**config.mk**
```make
export PLATFORM = sky130hd
export DESIGN_NAME = core_mc
export DESIGN_NICKNAME = d
export VERILOG_FILES = /design/src/rtl/core_mc.sv
export SDC_FILE = /design/constraint.sdc
export NUM_CORES = 2
export LEC_CHECK = 0
export CAP_MARGIN = 20
export CORE_UTILIZATION = 40
export CTS_CLUSTER_SIZE = 40
export DETAILED_ROUTE_END_ITERATION = 10
export GPL_ROUTABILITY_DRIVEN = 0
export MAX_ROUTING_LAYER = met4
export PLACE_DENSITY = 0.59
export SLEW_MARGIN = 20
export SYNTH_ARGS = -nofsm -noshare
export SYNTH_HDL_FRONTEND = slang
export SYNTH_SLANG_ARGS = --single-unit
```
**constraint.sdc**
```tcl
create_clock -name clk -period 57.4 [get_ports clk]
set_clock_uncertainty 0.2 [all_clocks]
set_input_delay 5.74 -clock clk [delete_from_list [all_inputs] [get_ports clk]]
set_output_delay 5.74 -clock clk [all_outputs]
set_load 0.005 [all_outputs]
```
**src/rtl/core_mc.sv**
```systemverilog
// core_mc: multi-cycle RV32I-subset core (FETCH/DECODE/EXEC/MEM/WB/HALT) on a unified req/ready memory.
// Optional feature macro CORE_MC_PERF_CNT_EN adds 64-bit cycle_cnt / instret_cnt outputs.
module core_mc #(
  parameter int              XLEN     = 32,
  parameter int              NREGS    = 32,
  parameter logic [XLEN-1:0] RESET_PC = '0
) (
  input  logic                     clk,
  input  logic                     reset,
  output logic                     mem_req,
  output logic                     mem_we,
  output logic [XLEN-1:0]          mem_addr,
  output logic [XLEN-1:0]          mem_wdata,
  input  logic [XLEN-1:0]          mem_rdata,
  input  logic                     mem_ready,
  output logic [XLEN-1:0]          pc_o,
  output logic                     retire,
  output logic                     halted,
  input  logic [$clog2(NREGS)-1:0] dbg_sel,
  output logic [XLEN-1:0]          dbg_data
`ifdef CORE_MC_PERF_CNT_EN
  ,
  output logic [63:0]              cycle_cnt,
  output logic [63:0]              instret_cnt
`endif
);

  localparam int RW = $clog2(NREGS);

  typedef enum logic [2:0] {S_FETCH, S_DECODE, S_EXEC, S_MEM, S_WB, S_HALT} state_e;
  typedef enum logic [3:0] {
    OP_ADD, OP_SUB, OP_AND, OP_OR, OP_XOR, OP_SLT,
    OP_ADDI, OP_LW, OP_SW, OP_BEQ, OP_BNE, OP_JAL, OP_ILL
  } op_e;

  state_e          r_state, w_next;
  logic [31:0]     r_ir;
  logic [XLEN-1:0] r_pc, r_a, r_b, r_imm, r_alu_out, r_mdr;
  logic [XLEN-1:0] r_regs [NREGS];

  op_e             w_op;
  logic [6:0]      w_opcode, w_f7;
  logic [2:0]      w_f3;
  logic [RW-1:0]   w_rd, w_rs1, w_rs2;
  logic            w_uses_rd, w_uses_rs1, w_uses_rs2;
  logic [31:0]     w_imm32;
  logic [XLEN-1:0] w_alu, w_pc_plus4, w_target;
  logic            w_taken, w_misaligned;
  logic            w_req, w_we, w_retire;
  logic [XLEN-1:0] w_addr, w_wdata;

  assign w_opcode   = r_ir[6:0];
  assign w_f3       = r_ir[14:12];
  assign w_f7       = r_ir[31:25];
  assign w_rd       = r_ir[7 +: RW];
  assign w_rs1      = r_ir[15 +: RW];
  assign w_rs2      = r_ir[20 +: RW];
  assign w_pc_plus4 = r_pc + XLEN'(4);
  assign w_target   = r_pc + r_imm;

  // Decode is a pure function of IR, which stays stable from FETCH completion until the next fetch.
  always_comb begin
    // NOTE: every combinational output gets a default first so no path can infer a latch.
    w_op       = OP_ILL;
    w_uses_rd  = 1'b0;
    w_uses_rs1 = 1'b0;
    w_uses_rs2 = 1'b0;
    w_imm32    = '0;
    case (w_opcode)
      7'b0110011: begin
        {w_uses_rd, w_uses_rs1, w_uses_rs2} = 3'b111;
        case ({w_f7, w_f3})
          {7'h00, 3'b000}: w_op = OP_ADD;
          {7'h20, 3'b000}: w_op = OP_SUB;
          {7'h00, 3'b111}: w_op = OP_AND;
          {7'h00, 3'b110}: w_op = OP_OR;
          {7'h00, 3'b100}: w_op = OP_XOR;
          {7'h00, 3'b010}: w_op = OP_SLT;
          default:         w_op = OP_ILL;
        endcase
      end
      7'b0010011, 7'b0000011: begin
        {w_uses_rd, w_uses_rs1} = 2'b11;
        w_imm32 = {{20{r_ir[31]}}, r_ir[31:20]};
        if (w_opcode[4] && w_f3 == 3'b000)  w_op = OP_ADDI;
        if (!w_opcode[4] && w_f3 == 3'b010) w_op = OP_LW;
      end
      7'b0100011: begin
        {w_uses_rs1, w_uses_rs2} = 2'b11;
        w_imm32 = {{20{r_ir[31]}}, r_ir[31:25], r_ir[11:7]};
        if (w_f3 == 3'b010) w_op = OP_SW;
      end
      7'b1100011: begin
        {w_uses_rs1, w_uses_rs2} = 2'b11;
        w_imm32 = {{20{r_ir[31]}}, r_ir[7], r_ir[30:25], r_ir[11:8], 1'b0};
        if (w_f3 == 3'b000) w_op = OP_BEQ;
        if (w_f3 == 3'b001) w_op = OP_BNE;
      end
      7'b1101111: begin
        w_uses_rd = 1'b1;
        w_imm32   = {{12{r_ir[31]}}, r_ir[19:12], r_ir[20], r_ir[30:21], 1'b0};
        w_op      = OP_JAL;
      end
      default: ;
    endcase
    // A 16-entry file cannot name registers 16..31; treat such encodings as illegal.
    if (NREGS < 32 && ((w_uses_rd && r_ir[11]) || (w_uses_rs1 && r_ir[19]) || (w_uses_rs2 && r_ir[24])))
      w_op = OP_ILL;
  end

  always_comb begin
    w_alu = '0;
    case (w_op)
      OP_ADD:                 w_alu = r_a + r_b;
      OP_SUB:                 w_alu = r_a - r_b;
      OP_AND:                 w_alu = r_a & r_b;
      OP_OR:                  w_alu = r_a | r_b;
      OP_XOR:                 w_alu = r_a ^ r_b;
      OP_SLT:                 w_alu = XLEN'($signed(r_a) < $signed(r_b));
      OP_ADDI, OP_LW, OP_SW:  w_alu = r_a + r_imm;
      OP_JAL:                 w_alu = w_pc_plus4;
      default:                w_alu = '0;
    endcase
  end

  assign w_taken      = (w_op == OP_JAL) || (w_op == OP_BEQ && r_a == r_b) || (w_op == OP_BNE && r_a != r_b);
  assign w_misaligned = w_taken && (w_target[1:0] != 2'b00);

  always_ff @(posedge clk or posedge reset) begin
    // NOTE: sequential state uses non-blocking assignments so every flop samples pre-edge values.
    if (reset) r_state <= S_FETCH;
    else       r_state <= w_next;
  end

  always_comb begin
    w_next   = r_state;
    w_req    = 1'b0;
    w_we     = 1'b0;
    w_addr   = '0;
    w_wdata  = '0;
    w_retire = 1'b0;
    case (r_state)
      S_FETCH: begin
        w_req  = 1'b1;
        w_addr = r_pc;
        if (mem_ready) w_next = S_DECODE;
      end
      S_DECODE: w_next = (w_op == OP_ILL) ? S_HALT : S_EXEC;
      S_EXEC: begin
        if (w_misaligned) w_next = S_HALT;
        else case (w_op)
          OP_LW, OP_SW:   w_next = S_MEM;
          OP_BEQ, OP_BNE: begin w_next = S_FETCH; w_retire = 1'b1; end
          default:        w_next = S_WB;
        endcase
      end
      S_MEM: begin
        w_req  = 1'b1;
        w_addr = r_alu_out;
        if (w_op == OP_SW) begin
          w_we    = 1'b1;
          w_wdata = r_b;
        end
        if (mem_ready) begin
          w_next   = (w_op == OP_SW) ? S_FETCH : S_WB;
          w_retire = (w_op == OP_SW);
        end
      end
      S_WB: begin
        w_retire = 1'b1;
        w_next   = S_FETCH;
      end
      S_HALT:  ;
      default: w_next = S_HALT;
    endcase
  end

  // Reset is gated in directly so an interrupted request drops without waiting for a clock edge.
  assign mem_req   = w_req & ~reset;
  assign mem_we    = w_we & ~reset;
  assign mem_addr  = reset ? '0 : w_addr;
  assign mem_wdata = reset ? '0 : w_wdata;
  assign retire    = w_retire;
  assign halted    = (r_state == S_HALT);
  assign pc_o      = r_pc;
  assign dbg_data  = (dbg_sel == '0) ? '0 : r_regs[dbg_sel];

  always_ff @(posedge clk or posedge reset) begin
    if (reset) begin
      r_pc      <= RESET_PC;
      r_ir      <= '0;
      r_a       <= '0;
      r_b       <= '0;
      r_imm     <= '0;
      r_alu_out <= '0;
      r_mdr     <= '0;
      // NOTE: the register file is architecturally zero after reset, so it is reset explicitly.
      for (int i = 0; i < NREGS; i++) r_regs[i] <= '0;
    end else begin
      case (r_state)
        S_FETCH: if (mem_ready) r_ir <= mem_rdata[31:0];
        S_DECODE: begin
          r_a   <= r_regs[w_rs1];
          r_b   <= r_regs[w_rs2];
          r_imm <= XLEN'($signed(w_imm32));
        end
        S_EXEC: if (!w_misaligned) begin
          r_alu_out <= w_alu;
          if (w_op == OP_BEQ || w_op == OP_BNE) r_pc <= w_taken ? w_target : w_pc_plus4;
          else if (w_op == OP_JAL)              r_pc <= w_target;
        end
        S_MEM: if (mem_ready) begin
          if (w_op == OP_LW) r_mdr <= XLEN'($signed(mem_rdata[31:0]));
          if (w_op == OP_SW) r_pc  <= w_pc_plus4;
        end
        S_WB: begin
          if (w_rd != '0)      r_regs[w_rd] <= (w_op == OP_LW) ? r_mdr : r_alu_out;
          if (w_op != OP_JAL)  r_pc <= w_pc_plus4;
        end
        default: ;
      endcase
    end
  end

`ifdef CORE_MC_PERF_CNT_EN
  always_ff @(posedge clk or posedge reset) begin
    if (reset) begin
      cycle_cnt   <= '0;
      instret_cnt <= '0;
    end else if (r_state != S_HALT) begin
      cycle_cnt <= cycle_cnt + 64'd1;
      if (w_retire) instret_cnt <= instret_cnt + 64'd1;
    end
  end
`endif

endmodule

```
; Yosys cells after proc, flatten, opt, wreduce, memory -nomap -nowiden
; Cells that the tools add are included.
[classes]
n_addsub = 5
n_lt_le_gt_ge = 6
eq_ne = 39
mux = 50
bitwise = 12
n_reduce_logical = 29
[op_table]
columns = operator, n
row1 = bitwise mux 1024 bit, 1
row2 = two-way mux 32 bit, 20
row3 = binary-select mux 32 bit (select 5 bit), 3
row4 = one-hot mux 32 bit (8 select lines), 1
row5 = demux 32 bit (select 5 bit), 1
row6 = one-hot mux 32 bit (4 select lines), 1
row7 = adder 32 bit, 3
row8 = one-hot mux 32 bit (3 select lines), 1
row9 = one-hot mux 32 bit (2 select lines), 1
row10 = "adder 32 x 3 -> 32 bit, second input constant", 1
row11 = AND 32 bit, 1
row12 = == test 32 bit, 1
row13 = less-than comparator 32 bit, 1
row14 = != test 32 bit, 1
row15 = OR 32 bit, 1
row16 = subtractor 32 bit, 1
row17 = XOR 32 bit, 1
row18 = "== test 10 x 3 -> 1 bit, second input constant", 3
row19 = ">= comparator 6 bit, second input constant", 4
row20 = NOT 5 -> 6 bit, 4
row21 = one-hot mux 4 bit (6 select lines), 1
row22 = two-way mux 3 bit, 7
row23 = "== test 4 bit, second input constant", 5
row24 = one-hot mux 4 bit (5 select lines), 1
row25 = other kinds (38), 76
[totals]
reg_bits = 1251
input_bits = 40

; Depth between registers and ports, before layout
[logic_depth]
depth_word = 13
ltp_mapped = 20

; Least setup slack after synthesis
; No wires, ideal clock.
[synth_timing]
path_type = input -> output
from = in dbg_sel[1]
to = out dbg_data[10]
arrival_ns = 8.047
t_required_ns = 51.460
setup_slack_ns = 43.413
stages = 8
n_path_buf = 4
path_cell_list = clkbuf_1 clkbuf_1 clkbuf_1 clkbuf_1 mux4_2 mux4_2 mux2i_1 nor2_1
[synth_between]
elab_chain_cells = 5
elab_cells_between_ends = 6
[synth_lines]
columns = item, line
row1 = from (decl), 19  ; input logic [$clog2(NREGS)-1:0] dbg_sel,
row2 = NOT 5 -> 6 bit (implied by the code), 186  ; assign dbg_data = (dbg_sel == '0) ? '0 : r_regs[dbg_sel];
row3 = binary-select mux 32 bit (select 5 bit), 186
row4 = two-way mux 32 bit (implied by the code) (2 in a row), 186
row5 = two-way mux 32 bit (*), 186
row6 = to (decl), 20  ; output logic [XLEN-1:0] dbg_data
; Mark *: on every way between the ends. The rest lies on a longest branch, timed or not. The select of a mux whose other input is x is not followed.

; Worst setup path after layout
[layout_timing]
from = in dbg_sel[0]
to = out dbg_data[9]
; The elaborated chain is that of the path after synthesis.

==> impl_results.rst <==
.. list-table::
   :header-rows: 1

   * - Metric
     - Value
   * - Final count of hold timing violations
     - 0
   * - Distinct cells, synth
     - 85
   * - Yosys warning count
     - 0
   * - CP startpoint kind
     - input pin
   * - TritonCTS clock tree
     - done
   * - Stages on the worst setup path
     - 8
   * - PwrDens
     - 21.90 nW/um^2
   * - Initial DRC Count
     - 6755
   * - Post-layout nets
     - 6782
   * - Later-pin clock latency in the skew report
     - 820 ps
   * - Primary FF master, synth
     - sky130_fd_sc_hd__dfrtp_1
   * - # Max-Cap Violations
     - 0
   * - # setup viols final
     - 0
   * - Initial standard-cell utilization of the core
     - 0.4040
   * - Clock net sink count
     - 1240
   * - Placed wire-length estimate after detailed placement
     - 164.7 mm
   * - Final period util
     - 0.2836
   * - Max_slew headroom
     - 0.1781
   * - GR Layer Usage met3
     - 0.06098
   * - Input/output buffers
     - 171
   * - H-tree depth
     - 4
   * - Number of global-route vias before repair
     - 57470
   * - Number of cell instances on the worst register-to-register path
     - 18
   * - Area growth, synth to finish
     - 11.47%
   * - Most common cell after layout, fill and taps aside
     - sky130_fd_sc_hd__dfrtp_1
   * - Static power due to leakage
     - 34.70 nW
   * - Antenna-violating nets left
     - 0
   * - Fraction of met1 tracks used by global routing
     - 0.3728
   * - Final core utilization
     - 0.4503
   * - Gate Count Post-Synth
     - 6786
   * - Post-CTS setup buffer count
     - 0
   * - Master of the slowest instance on the critical path
     - sky130_fd_sc_hd__buf_4
   * - Part of the Yosys area used for sequential elements
     - 0.4026
   * - #FFs+latches synth
     - 1240
   * - Fraction of layout cells with a size suffix above 1
     - 0.2305
   * - Via count of the routed design
     - 59390
   * - Total wire length after detailed routing
     - 267.6 mm
   * - Cells along the critical path
     - buf_8, buf_4, buf_4, mux4_2, mux4_2, mux2i_1, nor2_1, clkdlybuf4s50_1
   * - Worst Path Buf+Inv
     - 4
   * - Width of the chip
     - 440.9 um
   * - Total negative slack
     - 0 ps
   * - Area enclosed by the die boundary
     - 194400 um^2
   * - Met2 Track Usage GR
     - 0.4291
   * - Routed wire per std cell
     - 29.09 um
   * - Peak supply drop
     - 0.00003254 V
   * - Critical Path AT
     - 10340 ps
   * - Max-slew violation count
     - 0
   * - Largest fanout of any net on the critical path
     - 48
   * - Gr busiest metal
     - met2
   * - Vias/cell
     - 6.456
   * - Number of antenna violations at the first check in global routing
     - 11
   * - Commonest non-fill, non-tap cells in the layout
     - sky130_fd_sc_hd__dfrtp_1, sky130_fd_sc_hd__mux4_2, sky130_fd_sc_hd__nand2_1, sky130_fd_sc_hd__o21ai_0, sky130_fd_sc_hd__a21oi_1
   * - Number of detailed-routing iterations run before antenna repair
     - 6
   * - CTS Buf Count
     - 137
   * - Number of remaining DRC errors
     - 0
   * - Critical path capture point type
     - primary output
   * - Number of rows in the core area
     - 160
   * - CTS Hold Bufs
     - 0
   * - Cell at the root of the clock tree
     - sky130_fd_sc_hd__clkbuf_16
   * - Min cycle time layout
     - 16280 ps
   * - Die Y-Extent
     - 440.9 um
   * - Largest net degree at the start of global routing
     - 157
   * - Peak Freq
     - 61.42 MHz
   * - Post-Syn Area
     - 77070 um^2
   * - CP Data Required Time
     - 51460 ps
   * - Critical path type
     - input pin to primary output
   * - Post-Synthesis Net Count
     - 6995
   * - Core Box Area
     - 190800 um^2
   * - Buffer depth of the longest clock path
     - 3
   * - Global-route wire length before repair
     - 396.3 mm
   * - Status
     - finished, final reports clean
   * - Least-Margin Pin Slew
     - 1233 ps
   * - Tot GR Track Use
     - 0.2848
   * - Mean cell area of the mapped netlist
     - 11.36 um^2
   * - Critical path's top delay family
     - buffers and inverters
   * - Asr flop ratio synth
     - 1.000
   * - Cts repair resizes
     - 0
   * - Worst min-delay path category
     - flop to flop
   * - Unrepaired setup endpoints after global routing
     - false
   * - Count of flip-flops with a built-in enable after synthesis
     - 0
   * - Number of top-level pins
     - 172
   * - Highest cell delay on the worst timing path
     - 830 ps
   * - Grt total ovfl
     - 0
   * - Hold path cells
     - 0
   * - Clock-pin slew on the worst setup and hold paths
     - 70 ps
-- metrics by stage --
stage | power [W] | std cells | worst slack [ps] | hold slack (ps) | instance area (um^2)
after floorplan | 0.0009241 | 6786 | 16230 | 258.0 | 77070
after global placement | 0.0009385 | 8943 | 40670 | 194.7 | 80990
after detailed placement | 0.0009391 | 8943 | 40580 | 201.0 | 81000
after CTS | 0.001895 | 9191 | 40590 | 217.2 | 85830
after global routing | 0.001931 | 9199 | 40890 | 229.3 | 85910
final | 0.001882 | 9199 | 41120 | 215.8 | 85910
-- layer usage --
layer / share of wire / vias to the layer above
met4: 0.048 / 0
met1: 0.39 / 30520
met3: 0.098 / 689
met2: 0.46 / 3208
met5: 0 / -
li1: - / 24970
-- report_power, final --
| group | switching, W | total (W) | internal, W |
|---|---|---|---|
| registers | 0 | 0.000874 | 0.000874 |
| clock network | 0.000395 | 0.000960 | 0.000564 |
| logic | 0.0000352 | 0.0000482 | 0.0000130 |
-- cell families after synthesis --
logic type	count (synthesis)	synth area share
AND/OR/NAND/NOR	1684	0.09186
AO/OA/AOI/OAI	1652	0.1193
flip-flops	1240	0.4026
multiplexers	1176	0.3099
buffers and inverters	774	0.03827
adder cells (fa/ha/maj)	169	0.02773
XOR/XNOR	91	0.01034
-- state kept, by name, summed over array words and instances, names as in the netlist --
name,flops
pc_o,32
r_state,3
r_regs,1024
r_b,32
r_a,32
r_alu_out,32
r_mdr,32
r_imm,21
r_ir,32
-- path summary, 6_finish.rpt --
path	start	end	slack (ps)
max	dbg_sel[0]	dbg_data[9]	41120
min	r_regs[1006]$_DFFE_PP0P_	r_regs[1006]$_DFFE_PP0P_	220
max reg2reg	r_ir[31]$_DFFE_PP0P_	r_alu_out[31]$_DFFE_PP0P_	50660
min reg2reg	r_regs[1006]$_DFFE_PP0P_	r_regs[1006]$_DFFE_PP0P_	220
max in group asynchronous	reset	r_regs[702]$_DFFE_PP0P_	48510
min in group asynchronous	reset	pc_o[18]$_DFFE_PP0P_	5300
-- cell type report --
| type | instances | area (um^2) |
|---|---|---|
| fillers | 17330 | 104900 |
| multi-input cells | 4772 | 43500 |
| flip-flops and latches | 1240 | 31070 |
| clock buffers | 176 | 3777 |
| well taps | 2511 | 3142 |
| repair buffers | 320 | 2970 |
| clock inverters | 72 | 1051 |
| inverters | 102 | 390.4 |
| diodes | 6 | 15.01 |
-- cells in the mapped netlist (all sizes together), types with 81 or more instances --
cell type / count / share of area
a21oi: 638 / 0.041
buf: 113 / 0.0061
clkbuf: 559 / 0.027
dfrtp: 1240 / 0.40
ha: 166 / 0.027
inv: 102 / 0.0050
mux2: 81 / 0.012
mux2i: 135 / 0.018
mux4: 960 / 0.28
nand2: 762 / 0.037
nor2: 636 / 0.031
o21ai: 727 / 0.047
Note: power is estimated with default switching activity, not from simulation.
